$ cat src/rtl/vga_sprite_regs.sv
// Wishbone register bank for VGA sprite positions: software writes shadow copies,
// and a frame-start pulse atomically publishes them to the active outputs.
module vga_sprite_regs #(
  parameter int NUM_SPRITES = 4,
  parameter int X_W         = 10,
  parameter int Y_W         = 10
) (
  input  logic                       wb_clk_i,
  input  logic                       wb_rst_i,
  input  logic                       wb_cyc_i,
  input  logic                       wb_stb_i,
  input  logic                       wb_we_i,
  input  logic [31:0]                wb_adr_i,
  input  logic [31:0]                wb_dat_i,
  input  logic [3:0]                 wb_sel_i,
  output logic [31:0]                wb_dat_o,
  output logic                       wb_ack_o,
  output logic                       wb_err_o,
  output logic                       wb_inta_o,
  input  logic                       frame_start_i,
  output logic [NUM_SPRITES*X_W-1:0] sprite_x_o,
  output logic [NUM_SPRITES*Y_W-1:0] sprite_y_o,
  output logic [NUM_SPRITES-1:0]     sprite_vis_o,
  output logic                       commit_o
);

  localparam logic [5:0] IDX_CTRL   = 6'd0;
  localparam logic [5:0] IDX_STATUS = 6'd1;
  localparam logic [5:0] IDX_COMMIT = 6'd2;
  localparam logic [5:0] SPR_BASE   = 6'd4;
  localparam logic [5:0] SPR_END    = 6'(4 + NUM_SPRITES);

  logic             r_ack;
  logic             r_err;
  logic [31:0]      r_dat;
  logic             r_inta;
  logic             r_commit;
  logic             r_en;
  logic             r_irqEn;
  logic             r_autoCommit;
  logic             r_irqPending;
  logic             r_commitPending;
  logic [15:0]      r_frameCount;
  logic [X_W-1:0]   r_shX   [NUM_SPRITES];
  logic [Y_W-1:0]   r_shY   [NUM_SPRITES];
  logic             r_shVis [NUM_SPRITES];
  logic [X_W-1:0]   r_actX  [NUM_SPRITES];
  logic [Y_W-1:0]   r_actY  [NUM_SPRITES];
  logic             r_actVis[NUM_SPRITES];

  logic             w_req;
  logic             w_valid;
  logic             w_wr;
  logic [5:0]       w_idx;
  logic [31:0]      w_mask;
  logic [31:0]      w_rdata;
  logic [31:0]      w_ctrlWord;
  logic [31:0]      w_sprWord [NUM_SPRITES];
  logic             w_commitNow;
  logic             w_enNxt;
  logic             w_irqEnNxt;
  logic             w_autoNxt;
  logic             w_irqPendingNxt;
  logic             w_commitPendingNxt;
  logic             w_unused;

  function automatic logic [31:0] packSprite(input logic [X_W-1:0] x,
                                             input logic [Y_W-1:0] y,
                                             input logic           vis);
    logic [31:0] word;
    word           = '0;
    word[X_W-1:0]  = x;
    word[16 +: Y_W] = y;
    word[31]       = vis;
    return word;
  endfunction

  // A request is only taken while no response is being presented, giving one wait state.
  assign w_req   = wb_cyc_i & wb_stb_i & ~r_ack & ~r_err;
  assign w_idx   = wb_adr_i[7:2];
  assign w_valid = (w_idx == IDX_CTRL) || (w_idx == IDX_STATUS) || (w_idx == IDX_COMMIT) ||
                   ((w_idx >= SPR_BASE) && (w_idx < SPR_END));
  assign w_wr    = w_req & w_valid & wb_we_i;
  assign w_mask  = {{8{wb_sel_i[3]}}, {8{wb_sel_i[2]}}, {8{wb_sel_i[1]}}, {8{wb_sel_i[0]}}};

  always_comb begin
    w_rdata = '0;
    case (w_idx)
      IDX_CTRL:   w_rdata = {29'd0, r_autoCommit, r_irqEn, r_en};
      IDX_STATUS: w_rdata = {r_frameCount, 14'd0, r_commitPending, r_irqPending};
      default: begin
        for (int i = 0; i < NUM_SPRITES; i++) begin
          if (w_idx == SPR_BASE + 6'(i)) begin
            w_rdata = packSprite(r_shX[i], r_shY[i], r_shVis[i]);
          end
        end
      end
    endcase
  end

  always_comb begin
    w_ctrlWord = ({29'd0, r_autoCommit, r_irqEn, r_en} & ~w_mask) | (wb_dat_i & w_mask);
    for (int i = 0; i < NUM_SPRITES; i++) begin
      w_sprWord[i] = (packSprite(r_shX[i], r_shY[i], r_shVis[i]) & ~w_mask) |
                     (wb_dat_i & w_mask);
    end
  end

  // Commit decisions use pre-write state so a same-edge write lands after the copy.
  always_comb begin
    w_enNxt            = r_en;
    w_irqEnNxt         = r_irqEn;
    w_autoNxt          = r_autoCommit;
    w_commitNow        = frame_start_i & r_en & (r_commitPending | r_autoCommit);
    w_commitPendingNxt = r_commitPending;
    w_irqPendingNxt    = r_irqPending;

    if (w_wr && (w_idx == IDX_CTRL)) begin
      {w_autoNxt, w_irqEnNxt, w_enNxt} = w_ctrlWord[2:0];
    end

    if (w_commitNow) begin
      w_commitPendingNxt = 1'b0;
    end
    if (w_wr && (w_idx == IDX_COMMIT) && (|wb_sel_i)) begin
      w_commitPendingNxt = 1'b1;
    end

    if (w_wr && (w_idx == IDX_STATUS) && wb_sel_i[0] && wb_dat_i[0]) begin
      w_irqPendingNxt = 1'b0;
    end
    if (w_commitNow && r_irqEn) begin
      w_irqPendingNxt = 1'b1;
    end
  end

  always_comb begin
    w_unused = ^{wb_adr_i[31:8], wb_adr_i[1:0], w_ctrlWord[31:3]};
    for (int i = 0; i < NUM_SPRITES; i++) begin
      w_unused = w_unused ^ (^w_sprWord[i]);
    end
  end

  always_ff @(posedge wb_clk_i) begin
    if (wb_rst_i) begin
      r_ack           <= 1'b0;
      r_err           <= 1'b0;
      r_dat           <= '0;
      r_inta          <= 1'b0;
      r_commit        <= 1'b0;
      r_en            <= 1'b0;
      r_irqEn         <= 1'b0;
      r_autoCommit    <= 1'b0;
      r_irqPending    <= 1'b0;
      r_commitPending <= 1'b0;
      r_frameCount    <= '0;
      for (int i = 0; i < NUM_SPRITES; i++) begin
        r_shX[i]    <= '0;
        r_shY[i]    <= '0;
        r_shVis[i]  <= 1'b0;
        r_actX[i]   <= '0;
        r_actY[i]   <= '0;
        r_actVis[i] <= 1'b0;
      end
    end else begin
      r_ack           <= w_req & w_valid;
      r_err           <= w_req & ~w_valid;
      r_dat           <= (w_req && w_valid) ? w_rdata : '0;
      r_en            <= w_enNxt;
      r_irqEn         <= w_irqEnNxt;
      r_autoCommit    <= w_autoNxt;
      r_irqPending    <= w_irqPendingNxt;
      r_commitPending <= w_commitPendingNxt;
      r_inta          <= w_irqPendingNxt & w_irqEnNxt;
      r_commit        <= w_commitNow;
      if (frame_start_i) begin
        r_frameCount <= r_frameCount + 16'd1;
      end
      for (int i = 0; i < NUM_SPRITES; i++) begin
        if (w_commitNow) begin
          r_actX[i]   <= r_shX[i];
          r_actY[i]   <= r_shY[i];
          r_actVis[i] <= r_shVis[i];
        end
        if (w_wr && (w_idx == SPR_BASE + 6'(i))) begin
          r_shX[i]   <= w_sprWord[i][X_W-1:0];
          r_shY[i]   <= w_sprWord[i][16 +: Y_W];
          r_shVis[i] <= w_sprWord[i][31];
        end
      end
    end
  end

  assign wb_ack_o  = r_ack;
  assign wb_err_o  = r_err;
  assign wb_dat_o  = r_dat;
  assign wb_inta_o = r_inta;
  assign commit_o  = r_commit;

  for (genvar g = 0; g < NUM_SPRITES; g++) begin : g_spr
    assign sprite_x_o[g*X_W +: X_W] = r_actX[g];
    assign sprite_y_o[g*Y_W +: Y_W] = r_actY[g];
    assign sprite_vis_o[g]          = r_actVis[g];
  end

endmodule

$ cat config.mk
export PLATFORM = sky130hd
export DESIGN_NAME = vga_sprite_regs
export DESIGN_NICKNAME = d
export VERILOG_FILES = /design/src/rtl/vga_sprite_regs.sv
export SDC_FILE = /design/constraint.sdc
export NUM_CORES = 1
export LEC_CHECK = 0
export BUFFER_PORTS_ARGS = -buffer_cell sky130_fd_sc_hd__buf_4
export CAP_MARGIN = 25
export CORE_ASPECT_RATIO = 1.2
export CORE_MARGIN = 8
export CORE_UTILIZATION = 51
export CTS_BUF_LIST = sky130_fd_sc_hd__clkbuf_4
export CTS_CLUSTER_SIZE = 20
export DETAILED_ROUTE_END_ITERATION = 10
export PLACE_DENSITY = 0.76
export SLEW_MARGIN = 10
export SYNTH_ARGS = -nofsm -noshare
export SYNTH_HDL_FRONTEND = slang
export SYNTH_SLANG_ARGS = --single-unit
$ cat constraint.sdc
create_clock -name wb_clk_i -period 3.31 [get_ports wb_clk_i]
set_input_delay 0.4965 -clock wb_clk_i [delete_from_list [all_inputs] [get_ports wb_clk_i]]
set_output_delay 0.4965 -clock wb_clk_i [all_outputs]
set_load 0.03 [all_outputs]
==> results of run 1 <==
==> worst max-delay path, cell delays in order, from the launching register on <==
cell,delay (ps)
dfxtp_1,320
and4bb_2,370
o2111ai_2,330
nor2_1,280
a21o_1,820
==> layout make-up <==
| class | instances | share of cell area |
|---|---|---|
| Multi-Input combinational cell | 505 | 0.273 |
| Antenna cell | 2 | 0.000437 |
| Inverter | 6 | 0.00197 |
| Clock buffer | 82 | 0.0538 |
| Sequential cell | 219 | 0.530 |
| Tap cell | 224 | 0.0245 |
| Clock inverter | 10 | 0.00339 |
| Timing Repair Buffer | 166 | 0.113 |
==> worst min path at each step <==
stage	from	end	slack, ps	cells past startpoint
floorplan	r_irqEn	r_irqPending	440	2
global placement	r_frameCount[15]	r_frameCount[15]	460	2
detailed placement	r_frameCount[14]	wb_dat_o[30]	470	2
CTS	wb_dat_i[0]	register	80	3
global route	wb_dat_i[0]	register	110	3
finish	wb_dat_i[0]	register	120	3
==> routing by layer <==
layer  part of all wire  wire [um]
met3              0.083       1970
met2               0.50      12000
met1               0.39       9380
met5                  0          0
met4              0.021        503
==> state kept, by name (all words and copies together), names as in the netlist, named ones only <==
| register | count |
|---|---|
| wb_inta_o | 1 |
| r_shVis | 4 |
| r_actX | 40 |
| r_irqPending | 1 |
| wb_err_o | 1 |
| r_frameCount | 16 |
| r_actY | 40 |
| r_shX | 40 |
| r_shY | 40 |
| commit_o | 1 |
| wb_dat_o | 26 |
| r_commitPending | 1 |
| wb_ack_o | 1 |
| r_irqEn | 1 |
| r_actVis | 4 |
==> cells in the mapped netlist, types with 8 or more instances <==
master,n,area [sq um]
o21ai_0,9,45.0
buf_4,12,90.1
nand2_1,35,131
mux2i_1,13,130
nand3_1,8,40.0
and2_1,101,632
nand2b_1,85,532
a22oi_1,12,90.1
buf_2,10,50.1
o21ai_1,9,45.0
nor2_1,38,143
a21oi_1,102,510
dfxtp_1,51,1020
nor3_1,12,60.1
nand4_1,10,62.6
clkbuf_1,33,124
edfxtp_1,168,5040
==> logic make-up (layout without fill, tap and decap cells) <==
group / after synthesis / count (layout) / share of synthesized area
AO/OA/AOI/OAI: 154 / 154 / 0.0933
XOR/XNOR: 10 / 10 / 0.00928
adder cells (fa/ha/maj): 1 / 1 / 0.00133
buffers and inverters: 62 / 264 / 0.0308
flip-flops: 219 / 219 / 0.643
multiplexers: 24 / 24 / 0.0305
other: 1 / 8 / 0.000397
AND/OR/NAND/NOR: 310 / 310 / 0.192
==> stage by stage <==
step | power [mW] | util
after detailed placement | 3.53 | 0.592
after global placement | 3.53 | 0.592
after global routing | 5.83 | 0.630
after CTS | 5.66 | 0.628
final | 5.62 | 0.630
after floorplan | 3.37 | -
==> power breakdown <==
| part | internal [mW] | switching, mW | total, mW | leakage [nW] |
|---|---|---|---|---|
| sequential | 3.02 | 0.0466 | 3.07 | 2.14 |
| combinational | 0.144 | 0.266 | 0.410 | 1.89 |
| clock | 1.12 | 1.02 | 2.14 | 0.398 |
| total | 4.28 | 1.33 | 5.62 | 4.43 |
==> flow_summary.json, run 1 <==
{
  "tightest_slew_ps": 1010,
  "totalWireLength_mm": 23.8,
  "grt_usage": 0.205,
  "cts_tree": "yes",
  "synth_seq_cells": 219,
  "worstPathMaxFanout": 21,
  "ctsLongestPathBuffers": 3,
  "p_leak_nw": 4.43,
  "critPathKind": "reg2reg",
  "postSynthAreaPerCell_sq_um": 12.1,
  "hpwl_mm": 15.9,
  "hp-class": "in2reg",
  "power_density_nw_per_um2": 491,
  "critPathLaunch": "wb_err_o",
  "ir_drop_v": 0.000246,
  "cts_hold_buffers": 0,
  "grt-ovfl-total": 0,
  "cts_buffers": 50,
  "status": "completed",
  "start_kind": "register",
  "firstDrtPassIters": 6,
  "syn_inst": 781,
  "timing.rr.start": "wb_err_o",
  "synth.distinct_cells": 55,
  "dieArea_sq_um": 23100,
  "drtIter0Drc": 745,
  "cap_violations": 0,
  "cts_root_buf": "clkbuf_4",
  "worst_ep_required_time_ps": 3550,
  "cts.repair.resized": 0,
  "ios": 194,
  "async_reset_ff_frac": 0,
  "rows": 54,
  "die_height_um": 165,
  "wl_per_cell_um": 19.6,
  "crit_path_end": "r_shY[0][5]",
  "critPathCaptureType": "register",
  "min_period_ps": 2520,
  "grt_pass1_vias": 6892,
  "mostFrequentLayoutCell": "edfxtp_1",
  "final_area_sq_um": 11400,
  "clkSlewWorstSetupHoldPaths_ps": 80,
  "place_area_sq_um": 10800,
  "postCtsSetupBuffers": 0,
  "ys_warn_count": 0,
  "nNetsFinal": 1023,
  "pre_cts_slack_ps": 438,
  "reg2reg_to": "r_shY[0][5]",
  "min_period_over_period": 0.762,
  "vias_per_cell": 5.53,
  "drive_gt1_frac": 0.280,
  "rsz0062_at_grt": "false",
  "postRouteAntennaNets": 0,
  "htree_levels": 2,
  "yosysSeqAreaShare": 0.643,
  "groute.layer.met3.usage": 0.0489,
  "finalSetupViolCount": 0,
  "synth_area_sq_um": 9440,
  "multiInputGateArea_sq_um": 3130,
  "met1_usage": 0.250,
  "arrival_ps": 2770,
  "fin_cells": 1214,
  "final-hold-violation-count": 0,
  "met2_usage": 0.345,
  "die_width_um": 140,
  "grt-busiest-layer": "met2",
  "fillers": 1456,
  "io_buffers": 150,
  "r2r_cells": 4,
  "synth_edf_count": 168,
  "dp.cells": 1119,
  "yosys_most_used_dff": "edfxtp_1",
  "hold_ws_ps": 118,
  "skew_ps": 34.3,
  "grt_pass1_wl_mm": 37.4,
  "drc": 0,
  "seq_area_sq_um": 6070,
  "layout_common_cells": "edfxtp_1, buf_4, a21oi_1",
  "drv_slew": 0,
  "gp_congestion": 0.874,
  "initial_core_util": 0.519,
  "clk_latency_ps": 650,
  "vias": 6718,
  "grt_max_degree": 56,
  "fin_ws_ps": 786,
  "slew_headroom": 0.326,
  "r2r_slack_ps": 790,
  "core_area_sq_um": 18200,
  "cts.sinks": 219,
  "fmax_mhz": 396,
  "antenna_found_initial": 2,
  "area_growth_pct": 21.3,
  "setup_tns_ps": 0
}
No activity file was read; power rests on OpenSTA's default activity.
==> run 2: changes to the inputs <==
==> constraint.sdc (replaced) <==
create_clock -name wb_clk_i -period 2.3 [get_ports wb_clk_i]
set_input_delay 0.345 -clock wb_clk_i [delete_from_list [all_inputs] [get_ports wb_clk_i]]
set_output_delay 0.345 -clock wb_clk_i [all_outputs]
set_load 0.03 [all_outputs]
==> flow_summary.json, run 2 (synthesis results as in run 1) <==
{
  "hp-class": "in2reg",
  "cts_buffers": 52,
  "die_width_um": 140,
  "layout_common_cells": "edfxtp_1, buf_4, a21oi_1",
  "final-hold-violation-count": 0,
  "rows": 54,
  "wl_per_cell_um": 19.2,
  "critPathCaptureType": "register",
  "clk_latency_ps": 640,
  "vias_per_cell": 5.53,
  "core_area_sq_um": 18200,
  "htree_levels": 2,
  "grt_usage": 0.201,
  "firstDrtPassIters": 5,
  "power.share.combinational": 0.075,
  "timing.rr.start": "wb_err_o",
  "reg2reg_to": "r_shY[0][7]",
  "arrival_ps": 2520,
  "drc": 0,
  "worstPathMaxFanout": 16,
  "drv_slew": 0,
  "tightest_slew_ps": 588,
  "critPathLaunch": "wb_err_o",
  "min_period_over_period": 0.888,
  "start_kind": "register",
  "nNetsFinal": 1034,
  "seqPwrFrac": 0.550,
  "ios": 194,
  "sw_frac_of_total": 0.235,
  "clkSlewWorstSetupHoldPaths_ps": 70,
  "final_area_sq_um": 11600,
  "slew_headroom": 0.605,
  "skew_ps": 28.3,
  "grt-ovfl-total": 0,
  "grt_pass1_wl_mm": 36.6,
  "drtIter0Drc": 651,
  "ir_drop_v": 0.000390,
  "area_growth_pct": 22.5,
  "r2r_cells": 5,
  "p_total_mw": 8.02,
  "grt_max_degree": 62,
  "status": "completed",
  "critPathKind": "reg2reg",
  "drive_gt1_frac": 0.282,
  "min_period_ps": 2040,
  "cts_tree": "yes",
  "final_util": 0.636,
  "setup_tns_ps": 0,
  "io_buffers": 150,
  "initial_core_util": 0.519,
  "die_height_um": 165,
  "pre_cts_slack_ps": 267,
  "vias": 6733,
  "crit_path_end": "r_shY[0][7]",
  "place_area_sq_um": 10900,
  "postRouteAntennaNets": 0,
  "rsz0062_at_grt": "false",
  "p_int_mw": 6.14,
  "r2r_slack_ps": 260,
  "finalSetupViolCount": 0,
  "antenna_found_initial": 1,
  "totalWireLength_mm": 23.4,
  "worst_ep_required_time_ps": 2770,
  "power_density_nw_per_um2": 694,
  "cts_root_buf": "clkbuf_4",
  "gp_congestion": 0.851,
  "grt_pass1_vias": 6720,
  "hpwl_mm": 16.0,
  "dieArea_sq_um": 23100,
  "fmax_mhz": 490,
  "cap_violations": 0,
  "cts.repair.resized": 0,
  "ctsLongestPathBuffers": 3,
  "p_leak_nw": 4.49,
  "cts.sinks": 219,
  "clockPowerShare": 0.374,
  "fin_ws_ps": 258,
  "mostFrequentLayoutCell": "edfxtp_1",
  "switchingPower_mw": 1.89
}
-- run 2: cell count changes in the layout (fill, tap and decap cells not counted) --
cell / delta
buf_12: +6
dlygate4sd3_1: +4
clkbuf_4: -2
clkinv_1: -2
buf_16: -1
clkinv_2: +1
diode_2: -1
inv_2: -1
-- run 2: worst min-delay path by stage --
stage | start | depth (start not counted) | end | slack (ps)
after floorplan | r_irqEn | 2 | r_irqPending | 440
after global placement | r_frameCount[15] | 2 | r_frameCount[15] | 460
after detailed placement | r_frameCount[15] | 2 | r_frameCount[15] | 470
after CTS | frame_start_i | 3 | r_frameCount[0] | 30
after global routing | wb_rst_i | 2 | r_frameCount[6] | 50
final | frame_start_i | 3 | r_frameCount[0] | 80
-- run 2: per-stage QoR --
step,hold WS (ps),instances
2_1_floorplan,440,786
3_3_place_gp,461,1125
4_1_cts,31.4,1217
6_report,76.2,1218
3_5_place_dp,474,1125
5_1_grt,51.5,1218
-- run 2: layout make-up --
| type | instances | area (sq um) |
|---|---|---|
| antenna | 1 | 2.50 |
| timing repair buffer | 175 | 1420 |
| clock buffer | 80 | 601 |
| multi-input combinational | 505 | 3130 |
| sequential | 219 | 6070 |
| tap | 224 | 280 |
| inverter | 6 | 22.5 |
| fill | 1404 | 6620 |
| clock inverter | 8 | 32.5 |
-- run 2: power groups by stage --
stage	Clock, mW	Combinational [mW]	Sequential (mW)
floorplan	0	0.260	4.59
global placement	0	0.591	4.50
detailed placement	0	0.599	4.50
CTS	3.08	0.606	4.42
global route	3.28	0.643	4.43
finish	3.00	0.604	4.42
-- run 2: timing repair --
action	CTS	global route
buffers inserted	0	0
endpoints found under the hold margin	4	0
hold buffers	4	0
-- run 2: worst max-delay path, cell delays in order (launching register included) --
cell and delay, ps:
dfxtp_1 320, and4bb_2 380, and2_1 290, nand4_1 420
buf_12 310, a21oi_1 140
-- run 2: metal layers --
metal | global-route usage | part of all wire
met5 | 0 | 0
met4 | 0.0756 | 0.024
met2 | 0.337 | 0.50
met1 | 0.245 | 0.39
met3 | 0.0526 | 0.085
